--- config.mk ---
export PLATFORM = sky130hd
export DESIGN_NAME = cv32e41s_tcm_dma
export DESIGN_NICKNAME = d
export VERILOG_FILES = /design/src/rtl/cv32e41s_tcm_pkg.sv /design/src/rtl/cv32e41s_tcm_dma_addr_gen.sv /design/src/rtl/cv32e41s_tcm_dma.sv
export SDC_FILE = /design/constraint.sdc
export NUM_CORES = 1
export LEC_CHECK = 0
export ABC_CLOCK_PERIOD_IN_PS = 3810
export CORE_ASPECT_RATIO = 0.9
export CORE_MARGIN = 2
export CORE_UTILIZATION = 48
export DETAILED_ROUTE_END_ITERATION = 10
export HOLD_SLACK_MARGIN = 0.05
export PLACE_DENSITY = 0.81
export SLEW_MARGIN = 20
export SYNTH_ARGS = -nofsm -noshare
export SYNTH_HDL_FRONTEND = slang
export SYNTH_HIERARCHICAL = 1
export SYNTH_SLANG_ARGS = --single-unit
--- constraint.sdc ---
create_clock -name clk_i -period 3.81 [get_ports clk_i]
set_clock_uncertainty 0.15 [all_clocks]
set_input_delay 0.762 -clock clk_i [delete_from_list [all_inputs] [get_ports clk_i]]
set_output_delay 0.762 -clock clk_i [all_outputs]
set_load 0.05 [all_outputs]
--- src/rtl/cv32e41s_tcm_pkg.sv ---
// Shared types for the TCM DMA initiator: modes, completion status, FSM states
// and the command range check.
package cv32e41s_tcm_pkg;

  localparam int unsigned TCM_WORD_BYTES = 4;

  typedef enum logic [1:0] {
    MODE_COPY  = 2'd0,
    MODE_FILL  = 2'd1,
    MODE_CHECK = 2'd2,
    MODE_RSVD  = 2'd3
  } dma_mode_e;

  typedef enum logic [1:0] {
    STAT_OK      = 2'd0,
    STAT_CMD_ERR = 2'd1,
    STAT_ABORTED = 2'd2,
    STAT_BUS_ERR = 2'd3
  } dma_status_e;

  typedef enum logic [2:0] {
    S_IDLE  = 3'd0,
    S_RD    = 3'd1,
    S_RWAIT = 3'd2,
    S_WR    = 3'd3,
    S_WWAIT = 3'd4,
    S_FIN   = 3'd5
  } dma_state_e;

  // True when a byte address is misaligned or the word range runs past the TCM.
  function automatic logic range_bad(input logic [31:0] addr,
                                     input logic [31:0] len,
                                     input logic [31:0] mem_size);
    logic [33:0] end_w;
    end_w = 34'(addr[31:2]) + 34'(len);
    return (addr[1:0] != 2'b00) || (end_w > 34'(mem_size));
  endfunction

endpackage

--- src/rtl/cv32e41s_tcm_dma_addr_gen.sv ---
// Source/destination address and remaining-word bookkeeping for the TCM DMA.
module cv32e41s_tcm_dma_addr_gen
  import cv32e41s_tcm_pkg::*;
#(
  parameter int unsigned LEN_W = 16
) (
  input  logic             clk_i,
  input  logic             rst_i,
  input  logic             load_i,
  input  logic             adv_i,
  input  logic [31:0]      src_i,
  input  logic [31:0]      dst_i,
  input  logic [LEN_W-1:0] len_i,
  output logic [31:0]      src_o,
  output logic [31:0]      src_nxt_o,
  output logic [31:0]      dst_nxt_o,
  output logic             last_o
);

  logic [31:0]      src_d, src_q;
  logic [31:0]      dst_d, dst_q;
  logic [LEN_W-1:0] rem_d, rem_q;

  always_comb begin
    src_d = src_q;
    dst_d = dst_q;
    rem_d = rem_q;
    if (load_i) begin
      src_d = src_i;
      dst_d = dst_i;
      rem_d = len_i;
    end else if (adv_i) begin
      src_d = src_q + 32'(TCM_WORD_BYTES);
      dst_d = dst_q + 32'(TCM_WORD_BYTES);
      rem_d = rem_q - LEN_W'(1);
    end
  end

  always_ff @(posedge clk_i) begin
    if (rst_i) begin
      src_q <= '0;
      dst_q <= '0;
      rem_q <= '0;
    end else begin
      src_q <= src_d;
      dst_q <= dst_d;
      rem_q <= rem_d;
    end
  end

  // Next-cycle addresses let the top register its bus outputs without a bubble.
  assign src_o     = src_q;
  assign src_nxt_o = src_d;
  assign dst_nxt_o = dst_d;
  assign last_o    = (rem_q == LEN_W'(1));

endmodule

--- src/rtl/cv32e41s_tcm_dma.sv ---
// TCM b-port DMA initiator: word COPY / FILL / CHECK with abort and bus timeout,
// relying on the TCM's fixed one-cycle response.
module cv32e41s_tcm_dma
  import cv32e41s_tcm_pkg::*;
#(
  parameter int unsigned LEN_W    = 16,
  parameter int unsigned MEM_SIZE = 1024,
  parameter int unsigned TIMEOUT  = 15
) (
  input  logic             clk_i,
  input  logic             rst_i,
  input  logic             cmd_valid_i,
  output logic             cmd_ready_o,
  input  logic [1:0]       cmd_mode_i,
  input  logic [31:0]      cmd_src_i,
  input  logic [31:0]      cmd_dst_i,
  input  logic [LEN_W-1:0] cmd_len_i,
  input  logic [31:0]      cmd_pattern_i,
  input  logic             abort_i,
  output logic             busy_o,
  output logic             done_o,
  output logic [1:0]       status_o,
  output logic [LEN_W-1:0] mism_cnt_o,
  output logic [31:0]      first_mism_addr_o,
  output logic             mem_req_o,
  output logic             mem_we_o,
  output logic [3:0]       mem_be_o,
  output logic [31:0]      mem_addr_o,
  output logic [31:0]      mem_wdata_o,
  input  logic             mem_rvalid_i,
  input  logic [31:0]      mem_rdata_i
);

  localparam int unsigned TMO_W = $clog2(TIMEOUT + 1);

  dma_state_e       state_d, state_q;
  dma_mode_e        mode_d, mode_q;
  dma_status_e      status_d, status_q;
  logic [31:0]      pat_d, pat_q;
  logic [TMO_W-1:0] tmo_d, tmo_q;
  logic             abort_d, abort_q;
  logic [LEN_W-1:0] mism_d, mism_q;
  logic [31:0]      first_d, first_q;

  logic             cmd_ready_d, cmd_ready_q;
  logic             busy_d, busy_q;
  logic             done_d, done_q;
  logic             mem_req_d, mem_req_q;
  logic             mem_we_d, mem_we_q;
  logic [3:0]       mem_be_d, mem_be_q;
  logic [31:0]      mem_addr_d, mem_addr_q;
  logic [31:0]      mem_wdata_d, mem_wdata_q;

  logic             load, adv, word_done, cmd_err;
  logic [31:0]      src_cur, src_nxt, dst_nxt;
  logic             last_word;

  cv32e41s_tcm_dma_addr_gen #(.LEN_W(LEN_W)) u_addr_gen (
    .clk_i     (clk_i),
    .rst_i     (rst_i),
    .load_i    (load),
    .adv_i     (adv),
    .src_i     (cmd_src_i),
    .dst_i     (cmd_dst_i),
    .len_i     (cmd_len_i),
    .src_o     (src_cur),
    .src_nxt_o (src_nxt),
    .dst_nxt_o (dst_nxt),
    .last_o    (last_word)
  );

  // Only the addresses a mode actually uses are range-checked.
  always_comb begin
    cmd_err = 1'b0;
    unique case (dma_mode_e'(cmd_mode_i))
      MODE_COPY:  cmd_err = range_bad(cmd_src_i, 32'(cmd_len_i), 32'(MEM_SIZE)) ||
                            range_bad(cmd_dst_i, 32'(cmd_len_i), 32'(MEM_SIZE));
      MODE_FILL:  cmd_err = range_bad(cmd_dst_i, 32'(cmd_len_i), 32'(MEM_SIZE));
      MODE_CHECK: cmd_err = range_bad(cmd_src_i, 32'(cmd_len_i), 32'(MEM_SIZE));
      default:    cmd_err = 1'b1;
    endcase
  end

  always_comb begin
    state_d   = state_q;
    mode_d    = mode_q;
    status_d  = status_q;
    pat_d     = pat_q;
    tmo_d     = tmo_q;
    abort_d   = abort_q | (abort_i && (state_q != S_IDLE));
    mism_d    = mism_q;
    first_d   = first_q;
    load      = 1'b0;
    adv       = 1'b0;
    word_done = 1'b0;

    unique case (state_q)
      S_IDLE: begin
        if (cmd_valid_i) begin
          load     = 1'b1;
          mode_d   = dma_mode_e'(cmd_mode_i);
          pat_d    = cmd_pattern_i;
          status_d = STAT_OK;
          mism_d   = '0;
          first_d  = '0;
          abort_d  = 1'b0;
          tmo_d    = '0;
          if (cmd_err) begin
            state_d  = S_FIN;
            status_d = STAT_CMD_ERR;
          end else if (cmd_len_i == '0) begin
            state_d = S_FIN;
          end else begin
            state_d = (dma_mode_e'(cmd_mode_i) == MODE_FILL) ? S_WR : S_RD;
          end
        end
      end
      S_RD: begin
        state_d = S_RWAIT;
        tmo_d   = '0;
      end
      S_WR: begin
        state_d = S_WWAIT;
        tmo_d   = '0;
      end
      S_RWAIT, S_WWAIT: begin
        if (mem_rvalid_i) begin
          if (state_q == S_RWAIT && mode_q == MODE_COPY) begin
            state_d = S_WR;
          end else begin
            word_done = 1'b1;
          end
          if (state_q == S_RWAIT && mode_q == MODE_CHECK && mem_rdata_i != pat_q) begin
            if (mism_q != {LEN_W{1'b1}}) mism_d = mism_q + LEN_W'(1);
            if (mism_q == '0) first_d = src_cur;
          end
        end else if (tmo_q == TMO_W'(TIMEOUT - 1)) begin
          state_d  = S_FIN;
          status_d = STAT_BUS_ERR;
        end else begin
          tmo_d = tmo_q + TMO_W'(1);
        end
      end
      S_FIN:   state_d = S_IDLE;
      default: state_d = S_IDLE;
    endcase

    // Abort is honoured only at a word boundary; the last word always ends OK.
    if (word_done) begin
      adv = 1'b1;
      if (last_word) begin
        state_d = S_FIN;
      end else if (abort_q || abort_i) begin
        state_d  = S_FIN;
        status_d = STAT_ABORTED;
      end else begin
        state_d = (mode_q == MODE_FILL) ? S_WR : S_RD;
      end
    end

    cmd_ready_d = (state_d == S_IDLE);
    busy_d      = (state_d != S_IDLE);
    done_d      = (state_d == S_FIN);
    mem_req_d   = (state_d == S_RD) || (state_d == S_WR);
    mem_we_d    = (state_d == S_WR);
    mem_be_d    = mem_req_d ? 4'hF : 4'h0;
    mem_addr_d  = (state_d == S_RD) ? src_nxt :
                  (state_d == S_WR) ? dst_nxt : 32'h0;
    mem_wdata_d = (state_d != S_WR)  ? 32'h0 :
                  (mode_d == MODE_FILL) ? pat_d : mem_rdata_i;
  end

  always_ff @(posedge clk_i) begin
    if (rst_i) begin
      state_q     <= S_IDLE;
      mode_q      <= MODE_COPY;
      status_q    <= STAT_OK;
      pat_q       <= '0;
      tmo_q       <= '0;
      abort_q     <= 1'b0;
      mism_q      <= '0;
      first_q     <= '0;
      cmd_ready_q <= 1'b1;
      busy_q      <= 1'b0;
      done_q      <= 1'b0;
      mem_req_q   <= 1'b0;
      mem_we_q    <= 1'b0;
      mem_be_q    <= 4'h0;
      mem_addr_q  <= '0;
      mem_wdata_q <= '0;
    end else begin
      state_q     <= state_d;
      mode_q      <= mode_d;
      status_q    <= status_d;
      pat_q       <= pat_d;
      tmo_q       <= tmo_d;
      abort_q     <= abort_d;
      mism_q      <= mism_d;
      first_q     <= first_d;
      cmd_ready_q <= cmd_ready_d;
      busy_q      <= busy_d;
      done_q      <= done_d;
      mem_req_q   <= mem_req_d;
      mem_we_q    <= mem_we_d;
      mem_be_q    <= mem_be_d;
      mem_addr_q  <= mem_addr_d;
      mem_wdata_q <= mem_wdata_d;
    end
  end

  assign cmd_ready_o       = cmd_ready_q;
  assign busy_o            = busy_q;
  assign done_o            = done_q;
  assign status_o          = status_q;
  assign mism_cnt_o        = mism_q;
  assign first_mism_addr_o = first_q;
  assign mem_req_o         = mem_req_q;
  assign mem_we_o          = mem_we_q;
  assign mem_be_o          = mem_be_q;
  assign mem_addr_o        = mem_addr_q;
  assign mem_wdata_o       = mem_wdata_q;

endmodule

# Word-level counts from Yosys, hierarchy flattened
# Cells that the tools add are included.
# op_classes
multipliers,0
n_shift,0
div_mod_pow,0
mux,57
n_eq_ne,24
reduce_logical,28
n_lt_le_gt_ge,2
bitwise_logic,1
add_sub_neg,7
# op_table
operator,count
2-to-1 mux 32 bit,13
2-to-1 mux 16 bit,6
"adder 32 x 3 -> 32 bit, second input constant",2
case mux 32 bit (2 select lines),1
adder 30 x 16 -> 31 bit,2
"greater-than comparator 31 x 11 -> 1 bit, second input constant",2
logical NOT 16 bit,2
!= test 32 bit,1
case mux 16 bit (2 select lines),1
2-to-1 mux 3 bit,9
2-to-1 mux 2 bit,10
"adder 16 x 1 -> 16 bit, second input constant",1
"equality test 16 x 1 -> 1 bit, second input constant",1
2-to-1 mux 4 bit,4
"!= test 16 bit, second input constant",1
"subtractor 16 x 1 -> 16 bit, second input constant",1
"!= test 2 bit, second input constant",7
case mux 3 bit (4 select lines),1
case mux 4 bit (3 select lines),1
AND reduction 5 bit,2
"equality test 3 x 2 -> 1 bit, second input constant",3
2-to-1 mux 1 bit,9
nonzero test 3 bit,3
nonzero test 2 bit,4
16 further kinds,32
# totals
wordCells,138
input_bits,151
regBits,245
ram_bits,0
n_memories,0
romBits,0
out_inout_bits,123
latch_bits,0

# Longest topological paths before layout
# depth
ltp_word,12
depth_mapped,14
ltp_nobuf,12

# Cells and area by module
# Netlist, hierarchy kept.
# by_module_without_submodules
module,area_per_inst_um2,n_inst,cells_each
cv32e41s_tcm_dma,9509.1,1,1131
cv32e41s_tcm_dma_addr_gen,5006.1,1,652

# Least setup slack after synthesis
# No wires, ideal clock.
# synth_timing
path_kind,input to register
start,input cmd_dst_i[2]
end,"register mem_addr_q[10], in the netlist mem_addr_o[10]"
stages,13
path_buffers,1
path_slack_ns,-0.288
setup_time_ns,0.076
arrival_ns,3.872
required_ns,3.584
cell_sequence,ha_1 -> fa_1 -> a211oi_1 -> o211ai_1 -> a31oi_1 -> a21oi_1 -> a311o_1 -> a2111oi_0 -> and4_1 -> a31oi_1 -> o31a_4 -> buf_6 -> nor3_2
# synth_via
elab_chain_len,12
word_cells_on_any_way,13
classes_between,add/sub (1); order compare (1); eq/ne (2); mux (7); reduce/logical (2)
# synth_lines
item,line,rtl
start: declaration,cv32e41s_tcm_dma.sv:16,"input logic [31:0] cmd_dst_i,"
adder 30 x 16 -> 31 bit *,cv32e41s_tcm_pkg.sv:35,end_w = 34'(addr[31:2]) + 34'(len);
greater-than comparator 31 x 11 -> 1 bit *,cv32e41s_tcm_pkg.sv:36,return (addr[1:0] != 2'b00) || (end_w > 34'(mem_size));
logical OR 1 bit *,cv32e41s_tcm_pkg.sv:36,
logical OR 1 bit,cv32e41s_tcm_dma.sv:76,"MODE_COPY: cmd_err = range_bad(cmd_src_i, 32'(cmd_len_i), 32'(MEM_SIZE)) ||"
case mux 1 bit (3 select lines) *,cv32e41s_tcm_dma.sv:75,unique case (dma_mode_e'(cmd_mode_i))
2-to-1 mux 3 bit *,cv32e41s_tcm_dma.sv:108,if (cmd_err) begin
2-to-1 mux 3 bit *,cv32e41s_tcm_dma.sv:99,if (cmd_valid_i) begin
case mux 3 bit (4 select lines) *,cv32e41s_tcm_dma.sv:97,unique case (state_q)
2-to-1 mux 3 bit *,cv32e41s_tcm_dma.sv:149,if (word_done) begin
equality test 3 x 2 -> 1 bit,cv32e41s_tcm_dma.sv:168,(state_d == S_WR) ? dst_nxt : 32'h0;
2-to-1 mux 32 bit,cv32e41s_tcm_dma.sv:168,
2-to-1 mux 32 bit *,cv32e41s_tcm_dma.sv:167,mem_addr_d = (state_d == S_RD) ? src_nxt :
end signal: assignment,cv32e41s_tcm_dma.sv:206,mem_addr_q <= mem_addr_d;
end: declaration,cv32e41s_tcm_dma.sv:51,"logic [31:0] mem_addr_d, mem_addr_q;"
# Every way passes the cells marked *; elsewhere a longest branch is shown, timed or not.
# A chain may end at the register's enable or synchronous reset.

# Final worst setup path
# layout_timing
start,input cmd_dst_i[2]
end,"register mem_addr_q[12], in the netlist mem_addr_o[12]"
# The elaborated chain is that of the path after synthesis.

==> results.cfg <==
[job]
cap_violations = 0

[cts]
cts.sinks = 241
cts_tree = yes
clkSlewWorstSetupHoldPaths_ps = 60
clock_latency_ps = 540
cts_root_buf = clkbuf_16
numCtsBuffers = 26
ctsLongestPathBuffers = 3
htreeDepth = 1

[die]
core_area_sq_um = 29800
io-pin-count = 274
die_w_microns = 187
die-area_sq_um = 31600
dieHeight_microns = 169
start_util = 0.487
rows = 60

[logic_synthesis]
synth_commonest_cells = dfxtp_1 (241), nor2_1 (187), nand2_1 (143), a21oi_1 (132), nand3_1 (91)
ys_ff_latch = 241
synth_most_common_cell = dfxtp_1
synth_edf_count = 0
postSynthAreaPerCell_sq_um = 8.14
yosysWarnings = 6
synth_top_area_frac = 0.332
synth_area_leader_cell = dfxtp_1
syn_area_sq_um = 14500
synthTopCellsByArea = dfxtp_1 (33%), mux2i_1 (5.4%), nor2_1 (4.8%)
synth_fp_nets = 1976
synth_async_sr_flop_share = 0
ys_seq_area_frac = 0.332
synth_ff_type = dfxtp_1
synth_cell_types = 80
netlist_instances = 1783

[timing]
fin_ws_ps = -47.9
finalSetupViolations = 12
drv_slew = 0
setup_tns_ps = -189
slew_headroom = 0.333
rsz0062_at_grt = true
timing.final.crit_share = 1.01
maxClockFrequency_mhz = 259
fin_crit_ps = 3860
hold_viol = 0
holdWs_ps = 302
tightest_slew_ps = 993

[layout]
regArea_sq_um = 4820
drive_gt1_frac = 0.223
area_delta_synth_final_pct = 46.5
antenna_cells = 0
nets = 2451
fill_cells = 2247
fin_util = 0.714
multiInputGateArea_sq_um = 9690

[grt]
grt_pass1_wl_mm = 84.0
grtUsageMet1 = 0.456
grt_pass1_vias = 15429
grtUsageMet3 = 0.0487
grt.overflow.total = 0
gr-max-usage-layer = met2
grt_max_degree = 108
track_usage = 0.329
antenna_found_initial = 0
use_met2 = 0.521

[route]
dr.pass1.iters = 8
vias = 16324
via_per_inst = 6.09
drt_wl_total_mm = 55.0
first_iter_violations = 1863
ant_nets = 0
post_drt_wl_per_cell_microns = 20.5
drc = 0

[place]
dp_hpwl_mm = 40.5
place.port_buffers = 273
gp_congestion = 0.949
dpl_worst_slack_ps = -1140

[status]
failed_checks = setup timing
outcome = finished with violations

[setup_path]
crit_type = input port to register
critical_path.slowest_cell = o31a_4
critPathLaunchType = input port
worstPathRequired_ps = 4120
path_cells = buf_8 -> ha_4 -> fa_2 -> a211oi_4 -> o211ai_1 -> a31oi_1 -> buf_4 -> a21oi_4 -> a311o_1 -> a2111oi_2 -> and4_4 -> a31oi_4 -> o31a_4 -> buf_12 -> nor3_4
crit_fanout = 8
cpPeakStageDelay_ps = 460
reg2regPathDepth = 12
endpoint_kind = register
cp.arrival_ps = 4170

[power_and_ir_drop]
ir_worst_vdd_v = 0.000418
p_per_area_nw_per_um2 = 456
p_leak_nw = 7.96

[hold_path]
hold_depth = 2
hp-class = register to register
final timing paths:
kind                                           start                   end  slack (ps)
worst min-delay path            first_mism_addr_o[7]  first_mism_addr_o[7]         300
worst max register to register            state_q[1]        mem_addr_o[16]         160
worst max-delay path                    cmd_dst_i[2]        mem_addr_o[12]         -50
worst min register to register  first_mism_addr_o[7]  first_mism_addr_o[7]         300
what timing repair did:
action                     in CTS  in global routing
setup endpoints to repair      70                 67
setup buffers                  10                  4
resized for setup              99                 78
pin swaps                      32                 25
hold buffers                    0                  0
gates cloned                    4                  2
through the flow:
| stage | cells | cell area [sq um] | power [mW] |
|---|---|---|---|
| floorplan | 1783 | 14600 | 5.24 |
| global route | 2681 | 21300 | 10.1 |
| finish | 2681 | 21300 | 9.71 |
| CTS | 2677 | 20900 | 9.47 |
| global placement | 2616 | 19500 | 6.41 |
| detailed placement | 2616 | 19500 | 6.51 |
critical path: cells and delay by family:
kind / cells / cell delay [ps]
buffers and inverters: 3 / 440
AO/OA/AOI/OAI: 8 / 1900
adder cells (fa/ha/maj): 2 / 560
AND/OR/NAND/NOR: 2 / 490
layer usage:
metal  vias to the layer above  part of all wire
li1                       7568                 -
met5                         -                 0
met1                      7738              0.43
met3                       132             0.091
met4                         0             0.034
met2                       886              0.44
cell type report:
| class | instances | share of cell area |
|---|---|---|
| clock inverter | 12 | 0.00712 |
| timing repair buffer | 561 | 0.243 |
| clock buffer | 36 | 0.0371 |
| tap | 403 | 0.0237 |
| multi-input combinational | 1388 | 0.455 |
| inverter | 40 | 0.00724 |
| sequential | 241 | 0.227 |
sequential cells by signal, summed over array words and instances (netlist names), 3 cells and up:
signal and count:
state_q 3, u_addr_gen/src_o 32, tmo_q 4, mism_cnt_o 16, u_addr_gen/rem_q 16, mem_addr_o 32
u_addr_gen/dst_q 32, pat_q 32, mem_wdata_o 32, first_mism_addr_o 32
cells by family (layout without fill, tap and decap cells):
| family | Yosys count | in the layout | synth area share |
|---|---|---|---|
| compound gates | 442 | 442 | 0.209 |
| xor+xnor | 92 | 92 | 0.0555 |
| fa+ha+maj | 42 | 42 | 0.0372 |
| buf+inv | 154 | 649 | 0.0459 |
| flops | 241 | 241 | 0.332 |
| mux | 85 | 85 | 0.0592 |
| simple gates | 727 | 727 | 0.261 |
layout by cell type (no fill, tap or decap), types with 28 or more instances in the layout:
cell type        Yosys  layout
nor4_1              35      33
nand3_1             91      88
nor3_1              45      42
nor2b_1             37      37
nor2_1             187     186
nand4_1             55      55
dfxtp_1            241     241
inv_1               39      38
a31oi_1             30      28
nor3_2              29      31
o21ai_0             67      61
buf_4                9     266
clkbuf_16            0      29
nand2_1            143     142
xnor2_1             69      69
clkdlybuf4s50_1      0     228
mux2i_1             78      66
a21oi_1            132     118
a211oi_2            27      29
a211oi_1            40      36
power breakdown:
part           switching, mW  internal, mW
registers              0.317          2.82
clock network           1.10          1.65
logic                   2.19          1.63
total                   3.61          6.10
Power figures use the tool's default switching activity.
